## src/rtl/door_sequencer.sv

```systemverilog
// door_sequencer: four-state door FSM (closed/opening/open/closing) paced by a tick prescaler.
// Optional macro DOOR_NUDGE_EN: after MAX_REOPEN reopens, close slowly and let only overload reopen.
module door_sequencer #(
   parameter int CNT_W      = 16,
   parameter int TICK_DIV   = 2,
   parameter int OPEN_TIME  = 3,
   parameter int DWELL_TIME = 4,
   parameter int CLOSE_TIME = 3,
   parameter int MAX_REOPEN = 3
) (
   input  logic       clk,
   input  logic       rst,
   input  logic       open_req,
   input  logic       close_req,
   input  logic       weight_limit_exceeded,
   input  logic       obstruction,
   output logic [1:0] door_state,
   output logic       door_closed,
   output logic       door_fully_open,
   output logic       door_busy,
   output logic       door_tick,
   output logic       nudge
);

   typedef enum logic [1:0] {
      ST_CLOSED  = 2'd0,
      ST_OPENING = 2'd1,
      ST_OPEN    = 2'd2,
      ST_CLOSING = 2'd3
   } state_t;

   localparam logic [CNT_W-1:0] TICK_LAST  = CNT_W'(TICK_DIV - 1);
   localparam logic [CNT_W-1:0] OPEN_LAST  = CNT_W'(OPEN_TIME - 1);
   localparam logic [CNT_W-1:0] DWELL_LAST = CNT_W'(DWELL_TIME - 1);
   localparam logic [CNT_W-1:0] CLOSE_LAST = CNT_W'(CLOSE_TIME - 1);

   if (TICK_DIV < 1 || OPEN_TIME < 1 || DWELL_TIME < 1 || CLOSE_TIME < 1) begin : g_chk_times
      $error("door_sequencer: TICK_DIV and all phase times must be >= 1");
   end
   if (MAX_REOPEN < 1) begin : g_chk_reopen
      $error("door_sequencer: MAX_REOPEN must be >= 1");
   end

   state_t           r_state;
   state_t           w_next_state;
   logic [CNT_W-1:0] r_phase;
   logic [CNT_W-1:0] w_next_phase;
   logic [CNT_W-1:0] r_pre;
   logic [CNT_W-1:0] w_pre_next;
   logic [CNT_W-1:0] w_close_last;
   logic             r_tick;
   logic             r_closed;
   logic             r_open;
   logic             r_busy;
   logic             w_hold;
   logic             w_reopen_req;

   assign w_hold     = weight_limit_exceeded | obstruction | open_req;
   assign w_pre_next = (r_pre == TICK_LAST) ? '0 : r_pre + 1'b1;

`ifdef DOOR_NUDGE_EN
   localparam logic [CNT_W-1:0] REOPEN_MAX  = CNT_W'(MAX_REOPEN);
   localparam logic [CNT_W-1:0] NUDGE_LAST  = CNT_W'(2 * CLOSE_TIME - 1);

   logic [CNT_W-1:0] r_reopen;
   logic             r_nudge;
   logic             w_nudge_mode;

   // reopen_cnt only moves when leaving CLOSED or CLOSING, so it is stable for a whole close
   assign w_nudge_mode = (r_reopen == REOPEN_MAX);
   assign w_reopen_req = w_nudge_mode ? weight_limit_exceeded : w_hold;
   assign w_close_last = w_nudge_mode ? NUDGE_LAST : CLOSE_LAST;
   assign nudge        = r_nudge;

   always_ff @(posedge clk or posedge rst) begin
      if (rst) begin
         r_reopen <= '0;
         r_nudge  <= 1'b0;
      end else begin
         if (r_state == ST_CLOSED && open_req)
            r_reopen <= '0;
         else if (r_state == ST_CLOSING && w_reopen_req && r_reopen != REOPEN_MAX)
            r_reopen <= r_reopen + 1'b1;
         r_nudge <= (w_next_state == ST_CLOSING) && w_nudge_mode;
      end
   end
`else
   assign w_reopen_req = w_hold;
   assign w_close_last = CLOSE_LAST;
   assign nudge        = 1'b0;
`endif

   always_comb begin
      w_next_state = r_state;
      w_next_phase = r_phase;
      case (r_state)
         ST_CLOSED: begin
            if (open_req) begin
               w_next_state = ST_OPENING;
               w_next_phase = '0;
            end
         end
         ST_OPENING: begin
            if (r_tick) begin
               if (r_phase == OPEN_LAST) begin
                  w_next_state = ST_OPEN;
                  w_next_phase = '0;
               end else begin
                  w_next_phase = r_phase + 1'b1;
               end
            end
         end
         ST_OPEN: begin
            // hold restarts the dwell and outranks both early close and expiry
            if (w_hold) begin
               w_next_phase = '0;
            end else if (close_req) begin
               w_next_state = ST_CLOSING;
               w_next_phase = '0;
            end else if (r_tick) begin
               if (r_phase == DWELL_LAST) begin
                  w_next_state = ST_CLOSING;
                  w_next_phase = '0;
               end else begin
                  w_next_phase = r_phase + 1'b1;
               end
            end
         end
         ST_CLOSING: begin
            if (w_reopen_req) begin
               w_next_state = ST_OPENING;
               w_next_phase = '0;
            end else if (r_tick) begin
               if (r_phase == w_close_last) begin
                  w_next_state = ST_CLOSED;
                  w_next_phase = '0;
               end else begin
                  w_next_phase = r_phase + 1'b1;
               end
            end
         end
         default: begin
            w_next_state = ST_CLOSED;
            w_next_phase = '0;
         end
      endcase
   end

   // status flags are decoded from the next state so they line up with door_state
   always_ff @(posedge clk or posedge rst) begin
      if (rst) begin
         r_state  <= ST_CLOSED;
         r_phase  <= '0;
         r_pre    <= '0;
         r_tick   <= 1'b0;
         r_closed <= 1'b1;
         r_open   <= 1'b0;
         r_busy   <= 1'b0;
      end else begin
         r_state  <= w_next_state;
         r_phase  <= w_next_phase;
         r_pre    <= w_pre_next;
         r_tick   <= (w_pre_next == TICK_LAST);
         r_closed <= (w_next_state == ST_CLOSED);
         r_open   <= (w_next_state == ST_OPEN);
         r_busy   <= (w_next_state != ST_CLOSED);
      end
   end

   assign door_state      = r_state;
   assign door_closed     = r_closed;
   assign door_fully_open = r_open;
   assign door_busy       = r_busy;
   assign door_tick       = r_tick;

endmodule
```

## config.mk

```make
export PLATFORM = sky130hd
export DESIGN_NAME = door_sequencer
export DESIGN_NICKNAME = d
export VERILOG_FILES = /design/src/rtl/door_sequencer.sv
export SDC_FILE = /design/constraint.sdc
export NUM_CORES = 1
export LEC_CHECK = 0
export BUFFER_PORTS_ARGS = -buffer_cell sky130_fd_sc_hd__buf_2
export CORE_MARGIN = 8
export CORE_UTILIZATION = 55
export CTS_BUF_LIST = sky130_fd_sc_hd__clkbuf_16
export DETAILED_ROUTE_END_ITERATION = 10
export GPL_TIMING_DRIVEN = 0
export HOLD_SLACK_MARGIN = 0.06
export PLACE_DENSITY = 0.84
export SYNTH_ARGS = -nofsm -noshare
export SYNTH_HDL_FRONTEND = slang
export SYNTH_SLANG_ARGS = --single-unit
export TNS_END_PERCENT = 20
```

## constraint.sdc

```tcl
create_clock -name clk -period 3.4 [get_ports clk]
set_input_delay 0.68 -clock clk [delete_from_list [all_inputs] [get_ports clk]]
set_output_delay 0.68 -clock clk [all_outputs]
set_load 0.03 [all_outputs]
```

# --- Word-level counts from Yosys, hierarchy flattened ---
# Cells that the tools add are included.
word_totals:
  register_bits: 38
  inputBits: 6
  output_inout_bits: 7
  elab_cells: 46
classes:
  addsub: 2
  eq_ne: 10
  n_mux: 21
  bitwise: 2
  n_reduce_logical: 4
op_table:
  columns: ["cell", "count"]
  rows:
  - ["$mux 16", 9]
  - ["$pmux 16 s4", 1]
  - ["$add 16x1->16 const B", 2]
  - ["$eq 16x1->1 const B", 2]
  - ["$eq 16x2->1 const B", 2]
  - ["$mux 2", 10]
  - ["$pmux 2 s4", 1]
  - ["$eq 2x2->1 const B", 3]
  - ["$logic_not 2->1", 2]
  - ["$ne 4x4->1 const B", 1]
  - ["$eq 2x1->1 const B", 1]
  - ["$ne 2x2->1 const B", 1]
  - ["$or 1x1->1", 2]
  - ["$reduce_and 2->1", 1]
  - ["$reduce_bool 2->1", 1]

# --- Depth between registers and ports, before layout ---
# Gate-level depths: netlist of the first run.
logic_depth:
  word_depth: 7
  depth_mapped: 7
  mapped_depth_nobuf: 7

# --- Least setup slack after synthesis of the first run ---
# No wires, ideal clock.
synth_timing:
  path_type: "input to register"
  startpoint: "input open_req"
  endpoint: "register r_phase[14]"
  setup_ns: 0.064
  t_arrival_ns: 2.036
  required_time_ns: 3.336
  slack_ns: 1.300
  path_stages: 6
  path_buffers: 2
  path_cell_list: "or3_1 > buf_2 > a2111o_1 > buf_6 > a221oi_2 > a21o_1"
synth_via:
  elab_chain_len: 3
synth_lines:
  columns: ["element", "line", "rtl"]
  rows:
  - ["start: declaration", "13", "input logic open_req,"]
  - ["$or 1x1->1", "58", "assign w_hold = weight_limit_exceeded | obstruction | open_req;"]
  - ["$mux 16, or another cell as far along", "130", "if (w_reopen_req) begin"]
  - ["$pmux 16 s4 / $reduce_and 2->1 (equally long branches)", null, null]
  - ["end signal: assignment", "161", "r_phase <= w_next_phase;"]
  - ["end: declaration", "46", "logic [CNT_W-1:0] r_phase;"]
# Parallel ways exist; a longest one is shown, timed or not.
# A chain may end at the register's enable or synchronous reset.

# --- Worst setup path in the final report of the first run ---
layout_timing:
  startpoint: "register r_pre[0]"
  endpoint: "register r_tick, in the netlist door_tick"
layout_via:
  elab_chain_len: 3
layout_lines:
  columns: ["element", "line", "rtl"]
  rows:
  - ["start: declaration", "48", "logic [CNT_W-1:0] r_pre;"]
  - ["start signal: assignment", "162", "r_pre <= w_pre_next;"]
  - ["$add 16x1->16 / $eq 16x1->1 (equally long branches)", "59", "assign w_pre_next = (r_pre == TICK_LAST) ? '0 : r_pre + 1'b1;"]
  - ["$mux 16 *", "59", null]
  - ["via w_pre_next[14]", "49", "logic [CNT_W-1:0] w_pre_next;"]
  - ["$eq 16x1->1 *", "163", "r_tick <= (w_pre_next == TICK_LAST);"]
  - ["end signal: assignment", "163", null]
  - ["end: declaration", "51", "logic r_tick;"]
# The timed path passes the listed nets; every way through them passes the cells marked *.

==> key figures, run 1 <==
Clocking
  • H-tree depth: 2
  • CTS tree: yes
  • Root buf cell: clkbuf_16
  • Skew-Pair Late Insertion Delay: 0.29 ns
  • Clock Sinks: 38
  • Resize count post-CTS: 0
  • Clock transition at the registers of the reported paths: 0.06 ns
  • Longest Clk Path Bufs: 2
  • # Post-CTS Setup Buffers: 0
  • Number of hold buffers added after cts: 0
  • CTS Buf Count: 5

Die
  • Num rows: 23
  • Die Span Y: 80.29 um
  • Chip width: 80.29 um
  • CORE AREA: 0.004000 mm2
  • DIE AREA: 0.006446 mm2
  • Ports: 13
  • Starting Density: 56.83%

Placed design
  • Placer congestion estimate: 0.9005
  • Setup slack after placement: 0.9234 ns
  • Post-DP Area: 0.002419 mm2
  • Detailed Place HPWL: 3613 um
  • Port Buf Inserts: 11

Finish
  • ANT cells: 0
  • Nets: 275
  • P&R area growth vs syn: 14.91%
  • Finished layout cell area: 0.002613 mm2
  • Most frequent cells in the layout: 37 x dfrtp_1, 20 x nand3_1, 18 x nor2_1
  • Most common cell after layout, fill and taps aside: dfrtp_1
  • Ratio of cells with drive above 1 in the final layout: 16.17%

Drt
  • Routed vias: 1992
  • DR DRC count: 0
  • DRT Wirelength: 5191 um
  • Vias/cell: 6.304
  • DR iter-0 viols: 195
  • Post-route ant nets: 0
  • Wire per inst: 16.43 um
  • 1st-pass router iterations: 4

STA
  • Period utilization: 68.84%
  • Fin. max-slew vios: 0
  • Relative slew slack: 54.48%
  • Hold Vio Cnt, Final: 0
  • Worst Tran Pin Value: 0.6821 ns
  • RSZ-0062 raised after global routing: no
  • Finish-stage setup viols: 0
  • Period minus WS final: 2.341 ns
  • Worst hold margin: 0.4853 ns
  • Fmax: 427.2 MHz
  • Final WS setup: 1.059 ns
  • Fin Setup TNS: 0 ns
  • Clock Skews: 0.007969 ns

Synthesis
  • Avg Cell Area, Syn: 9.242 um2
  • Ys async rst share: 100.0%
  • Syn Nets: 256
  • Synthesis Warnings: 0
  • Post-synth EDFFs: 0
  • Synth Register Bits: 38
  • Sequential-to-total area share from yosys stat: 41.88%
  • Post-Syn Area: 0.002273 mm2
  • Most common flop cell mapped by yosys: dfrtp_1
  • Post-Syn Instances: 246
  • Netlist cell types: 59

Power and ir drop
  • PD cells: 585.7 mW/mm2
  • Power Total: 0.001530 W
  • Peak supply drop: 334.0 uV
  • Static Leak: 1.200 nW

Critical path
  • FF-to-FF Start: r_pre[0]$_DFF_PP0_
  • CP max stage cell: or4_1
  • Kind of end point of the critical path: register
  • Crit. Startpoint: r_pre[0]$_DFF_PP0_
  • Crit Path Max Fanout: 7
  • Crit path kind: register to register
  • Peak per-stage delay on the critical path: 0.58 ns
  • Crit path required time: 3.58 ns
  • Arr. time, crit path: 2.52 ns
  • Crit-path cells: ha_1 > nand2_1 > nor4_1 > xor2_1 > or4_1 > a2111oi_2
  • Crit start category: register

GRT
  • Number of antenna violations at the first check in global routing: 0
  • Largest net degree at the start of global routing: 24
  • GRT Util Overall: 17.68%
  • First-pass GRT wire length: 9177 um
  • GR Overflow Total: 0
  • Vias in the first global route: 1978

Flow run
  • Max-Cap Viols: 0

Run status
  • Status: finished clean

Min path
  • Worst hold path class: input port to asynchronous set/reset pin
==> per-stage QoR <==
stage	std cells	util (%)
finish	316	65.31
global route	316	65.31
CTS	316	65.31
detailed placement	308	60.46
global placement	307	59.77
floorplan	246	-
==> cell usage after synthesis, types with 4 or more instances <==
| cell type | n | share of area, % |
|---|---|---|
| clkbuf_1 | 5 | 0.83 |
| o21ai_0 | 7 | 1.5 |
| xor2_1 | 11 | 4.2 |
| xnor2_1 | 6 | 2.3 |
| nand4_1 | 10 | 2.8 |
| ha_1 | 4 | 2.2 |
| and3_1 | 4 | 1.1 |
| nor3_1 | 6 | 1.3 |
| or3_1 | 4 | 1.1 |
| nand3_1 | 20 | 4.4 |
| a221o_1 | 5 | 2.2 |
| buf_2 | 5 | 1.1 |
| and4_1 | 4 | 1.5 |
| nor2_1 | 18 | 3.0 |
| a21oi_1 | 13 | 2.9 |
| nor4_1 | 10 | 2.8 |
| nand2_1 | 16 | 2.6 |
| dfrtp_1 | 37 | 41 |
| inv_1 | 9 | 1.5 |
==> area by class of cell <==
type	instances	area, um2
plain buffers	14	75.07
clock buffers	5	125.1
clock inverters	3	68.82
fillers	327	1388
inverters	9	33.78
multi-input cells	185	1212
flip-flops and latches	38	952.2
well taps	50	62.56
repair buffers	12	82.58
==> critical path: cells and delay by family, from the launching register on <==
kind | cells | cell delay [ns]
adders and majority gates | 1 | 0.30
xor gates and xnor gates | 1 | 0.14
and+or+nand+nor | 3 | 1.13
DFF | 1 | 0.46
AOI/OAI and AO/OA | 1 | 0.22
==> registers in the layout (all words and copies together) (netlist names) <==
signal,count
door_busy,1
r_pre,16
r_phase,16
door_tick,1
door_fully_open,1
door_state,2
door_closed,1
==> where the power goes <==
part	internal, W	leakage [nW]	switching [W]
Clock	0.000421	0.0940	0.000189
Combinational	0.000143	0.604	0.000239
Sequential	0.000494	0.502	0.0000434
==> metal layers <==
metal | GRT usage (%) | vias to the layer above | share of wire, %
met3 | 4.241 | 13 | 5.8
met4 | 7.636 | 0 | 2.1
li1 | - | 955 | -
met5 | 0 | - | 0
met1 | 21.77 | 958 | 43
met2 | 28.70 | 66 | 49
==> path summary, 6_finish.rpt <==
check / depth (start not counted) / end / slack, ns
worst min-delay path: 2 / door_state[0]$_DFF_PP0_ / 0.49
worst min register to register: 1 / r_pre[15]$_DFF_PP0_ / 0.49
max in group asynchronous: 3 / r_phase[12]$_DFFE_PP0P_ / 2.36
worst max-delay path: 6 / door_tick$_DFF_PP0_ / 1.06
worst max register to register: 6 / door_tick$_DFF_PP0_ / 1.06
min in group clk: 1 / r_pre[15]$_DFF_PP0_ / 0.49
==> cells by family (layout without fill, tap and decap cells) <==
logic type,after synthesis,after routing,share of synthesized area [%]
xor+xnor,17,17,6.549
flops,38,38,41.88
simple gates,112,112,27.68
buf+inv,23,43,4.787
other cells,1,1,0.1649
fa+ha+maj,4,4,2.202
compound gates,51,51,16.73
No activity file was read; power rests on OpenSTA's default activity.
==> run 2, diff against run 1 <==
Settings changed: PLACE_DENSITY 0.84 to 0.87.
Clock period 3.4 ns to 2 ns, I/O delays scaled along.
==> key figures, run 2 (synthesis results as in run 1) <==
Drt
  • DRT Wirelength: 6561 um (+26%)
  • Wire per inst: 19.53 um (+19%)
  • DR DRC count: 0 (unchanged)
  • Vias/cell: 6.780 (+7.6%)
  • Routed vias: 2278 (+14%)
  • 1st-pass router iterations: 5 (+1)
  • DR iter-0 viols: 255 (+31%)
  • Post-route ant nets: 0 (unchanged)

Die
  • Die Span Y: 80.29 um (unchanged)
  • Num rows: 23 (unchanged)
  • Starting Density: 56.83% (unchanged)
  • CORE AREA: 0.004000 mm2 (unchanged)
  • Ports: 13 (unchanged)
  • DIE AREA: 0.006446 mm2 (unchanged)
  • Chip width: 80.29 um (unchanged)

Finish
  • Nets: 295 (+7.3%)
  • Finished layout cell area: 0.002902 mm2 (+11%)
  • Most frequent cells in the layout: 25 x buf_4, 24 x dfrtp_1, 18 x nor2_1, 18 x nand3_1, 16 x buf_2
  • P&R area growth vs syn: 27.63%
  • Most common cell after layout, fill and taps aside: buf_4
  • Non-filler cells in the finished layout: 336 (+6.3%)
  • ANT cells: 0 (unchanged)
  • Area of the multi-input gates: 0.001376 mm2 (+14%)
  • Filler cells: 269 (-18%)
  • Ratio of cells with drive above 1 in the final layout: 34.62% (+18 points)
  • Seq. cell area: 968.4 um2 (+1.7%)

Power and ir drop
  • Power Total: 0.002410 W (+58%)
  • PD cells: 830.7 mW/mm2 (+42%)
  • Static Leak: 1.311 nW (+9.3%)
  • Peak supply drop: 667.8 uV (+100%)

GRT
  • Met1 GRT Util: 23.24% (+1.5 points)
  • Largest net degree at the start of global routing: 26 (+8.3%)
  • First-pass GRT wire length: 10340 um (+13%)
  • GR Layer Usage met3: 6.027% (+1.8 points)
  • Met2 Usage GRT: 33.95% (+5.3 points)
  • GRT Max-Usage Layer: met2
  • GRT Util Overall: 20.52% (+2.8 points)
  • Vias in the first global route: 2157 (+9.0%)
  • Number of antenna violations at the first check in global routing: 0 (unchanged)
  • GR Overflow Total: 0 (unchanged)

Critical path
  • Crit start category: register
  • Crit path kind: register to register
  • Cells on worst reg2reg path: 6 (unchanged)
  • Kind of end point of the critical path: register
  • Crit path required time: 2.17 ns (-1.41 ns)
  • Crit Path Max Fanout: 7 (unchanged)
  • Arr. time, crit path: 2.24 ns (-0.28 ns)

STA
  • Fmax: 483.4 MHz (+13%)
  • Clock Skews: 0.003265 ns (-0.004704 ns)
  • Period utilization: 103.4% (+35 points)
  • Fin. max-slew vios: 0 (unchanged)
  • Worst Tran Pin Value: 0.6212 ns (-0.06086 ns)
  • Hold Vio Cnt, Final: 0 (unchanged)
  • RSZ-0062 raised after global routing: yes
  • Relative slew slack: 58.54% (+4.1 points)
  • Period minus WS final: 2.069 ns (-0.2720 ns)
  • Fin Setup TNS: -0.07687 ns (-0.07687 ns)
  • Final WS setup: -0.06861 ns (-1.128 ns)
  • Finish-stage setup viols: 3 (+3)

Placed design
  • Port Buf Inserts: 11 (unchanged)
  • Detailed Place HPWL: 3532 um (-2.2%)
  • Setup slack after placement: -0.2809 ns (-1.204 ns)
  • Post-DP Area: 0.002421 mm2 (+0.10%)
  • Placer congestion estimate: 0.9468 (+5.1%)
  • DP Cell Count: 308 (unchanged)

Clocking
  • Clock Sinks: 38 (unchanged)
  • CTS tree: yes
  • CTS Buf Count: 5 (unchanged)
  • Root buf cell: clkbuf_16
  • Longest Clk Path Bufs: 2 (unchanged)
  • Skew-Pair Late Insertion Delay: 0.29 ns (about the same)
  • Clock transition at the registers of the reported paths: 0.06 ns (about the same)
  • H-tree depth: 2 (unchanged)

Run status
  • Failing checks: setup timing
  • Status: finished with violations

Min path
  • Worst hold path class: input port to asynchronous set/reset pin

Flow run
  • Max-Cap Viols: 0 (unchanged)
[run 2: cell types whose count changed in the layout (fill, tap and decap cells not counted), moves of 2 or more]
cell / change
buf_4: +23
dfrtp_1: -13
dfrtp_2: +13
nor4_1: -7
nor4_2: +4
clkbuf_1: -3
nor4_4: +3
bufinv_16: -2
nand3_1: -2
nand3_2: +2
[run 2: metrics by stage]
step | hold slack [ns] | utilization, %
6_report | 0.1823 | 72.54
5_1_grt | 0.2374 | 72.54
4_1_cts | 0.2077 | 69.41
3_5_place_dp | 0.4956 | 60.53
3_3_place_gp | 0.4729 | 59.84
2_1_floorplan | 0.4547 | -
[run 2: timing repair]
| item | 4_1_cts | 5_1_grt |
|---|---|---|
| endpoints found under the hold margin | 0 | 0 |
| buffers inserted | 17 | 6 |
| resized for setup | 23 | 18 |
| endpoints found under the setup margin | 11 | 18 |
| pin swaps | 7 | 13 |
| hold buffers | 0 | 0 |
[run 2: final timing paths]
kind / start / endpoint / slack [ns]
setup / recovery: r_pre[3]$_DFF_PP0_ / door_tick$_DFF_PP0_ / -0.07
hold / removal: rst / r_phase[13]$_DFFE_PP0P_ / 0.18
setup reg to reg: r_pre[3]$_DFF_PP0_ / door_tick$_DFF_PP0_ / -0.07
hold reg to reg: r_pre[15]$_DFF_PP0_ / r_pre[15]$_DFF_PP0_ / 0.51
max in group asynchronous: rst / r_pre[5]$_DFF_PP0_ / 1.27
min in group clk: r_pre[15]$_DFF_PP0_ / r_pre[15]$_DFF_PP0_ / 0.51
[run 2: report_power, final]
group	switching [W]	total (W)	leakage, nW	internal [W]
Sequential	0.0000818	0.000924	0.482	0.000842
Clock	0.000316	0.000771	0.0672	0.000455
Combinational	0.000436	0.000715	0.762	0.000280
Total	0.000834	0.00241	1.31	0.00158
[run 2: final cells by class]
cell class	count	share of cell area, %
multi-input cells	185	47.43
flip-flops and latches	38	33.38
repair buffers	35	8.797
clock buffers	5	4.312
plain buffers	11	2.199
well taps	50	2.156
inverters	9	1.164
clock inverters	3	0.5606
[run 2: worst max-delay path, stage by stage, from the launching register on]
cell and delay (ns):
dfrtp_2 0.39, nand4_4 0.19, buf_4 0.20, nor4_4 0.34, xor2_1 0.14, or4_4 0.46, a2111oi_4 0.23
[run 2: metal layers]
| metal | share of wire, % | wire, um |
|---|---|---|
| met3 | 10 | 657 |
| met1 | 38 | 2461 |
| met4 | 4.8 | 312 |
| met2 | 48 | 3130 |
| met5 | 0 | 0 |
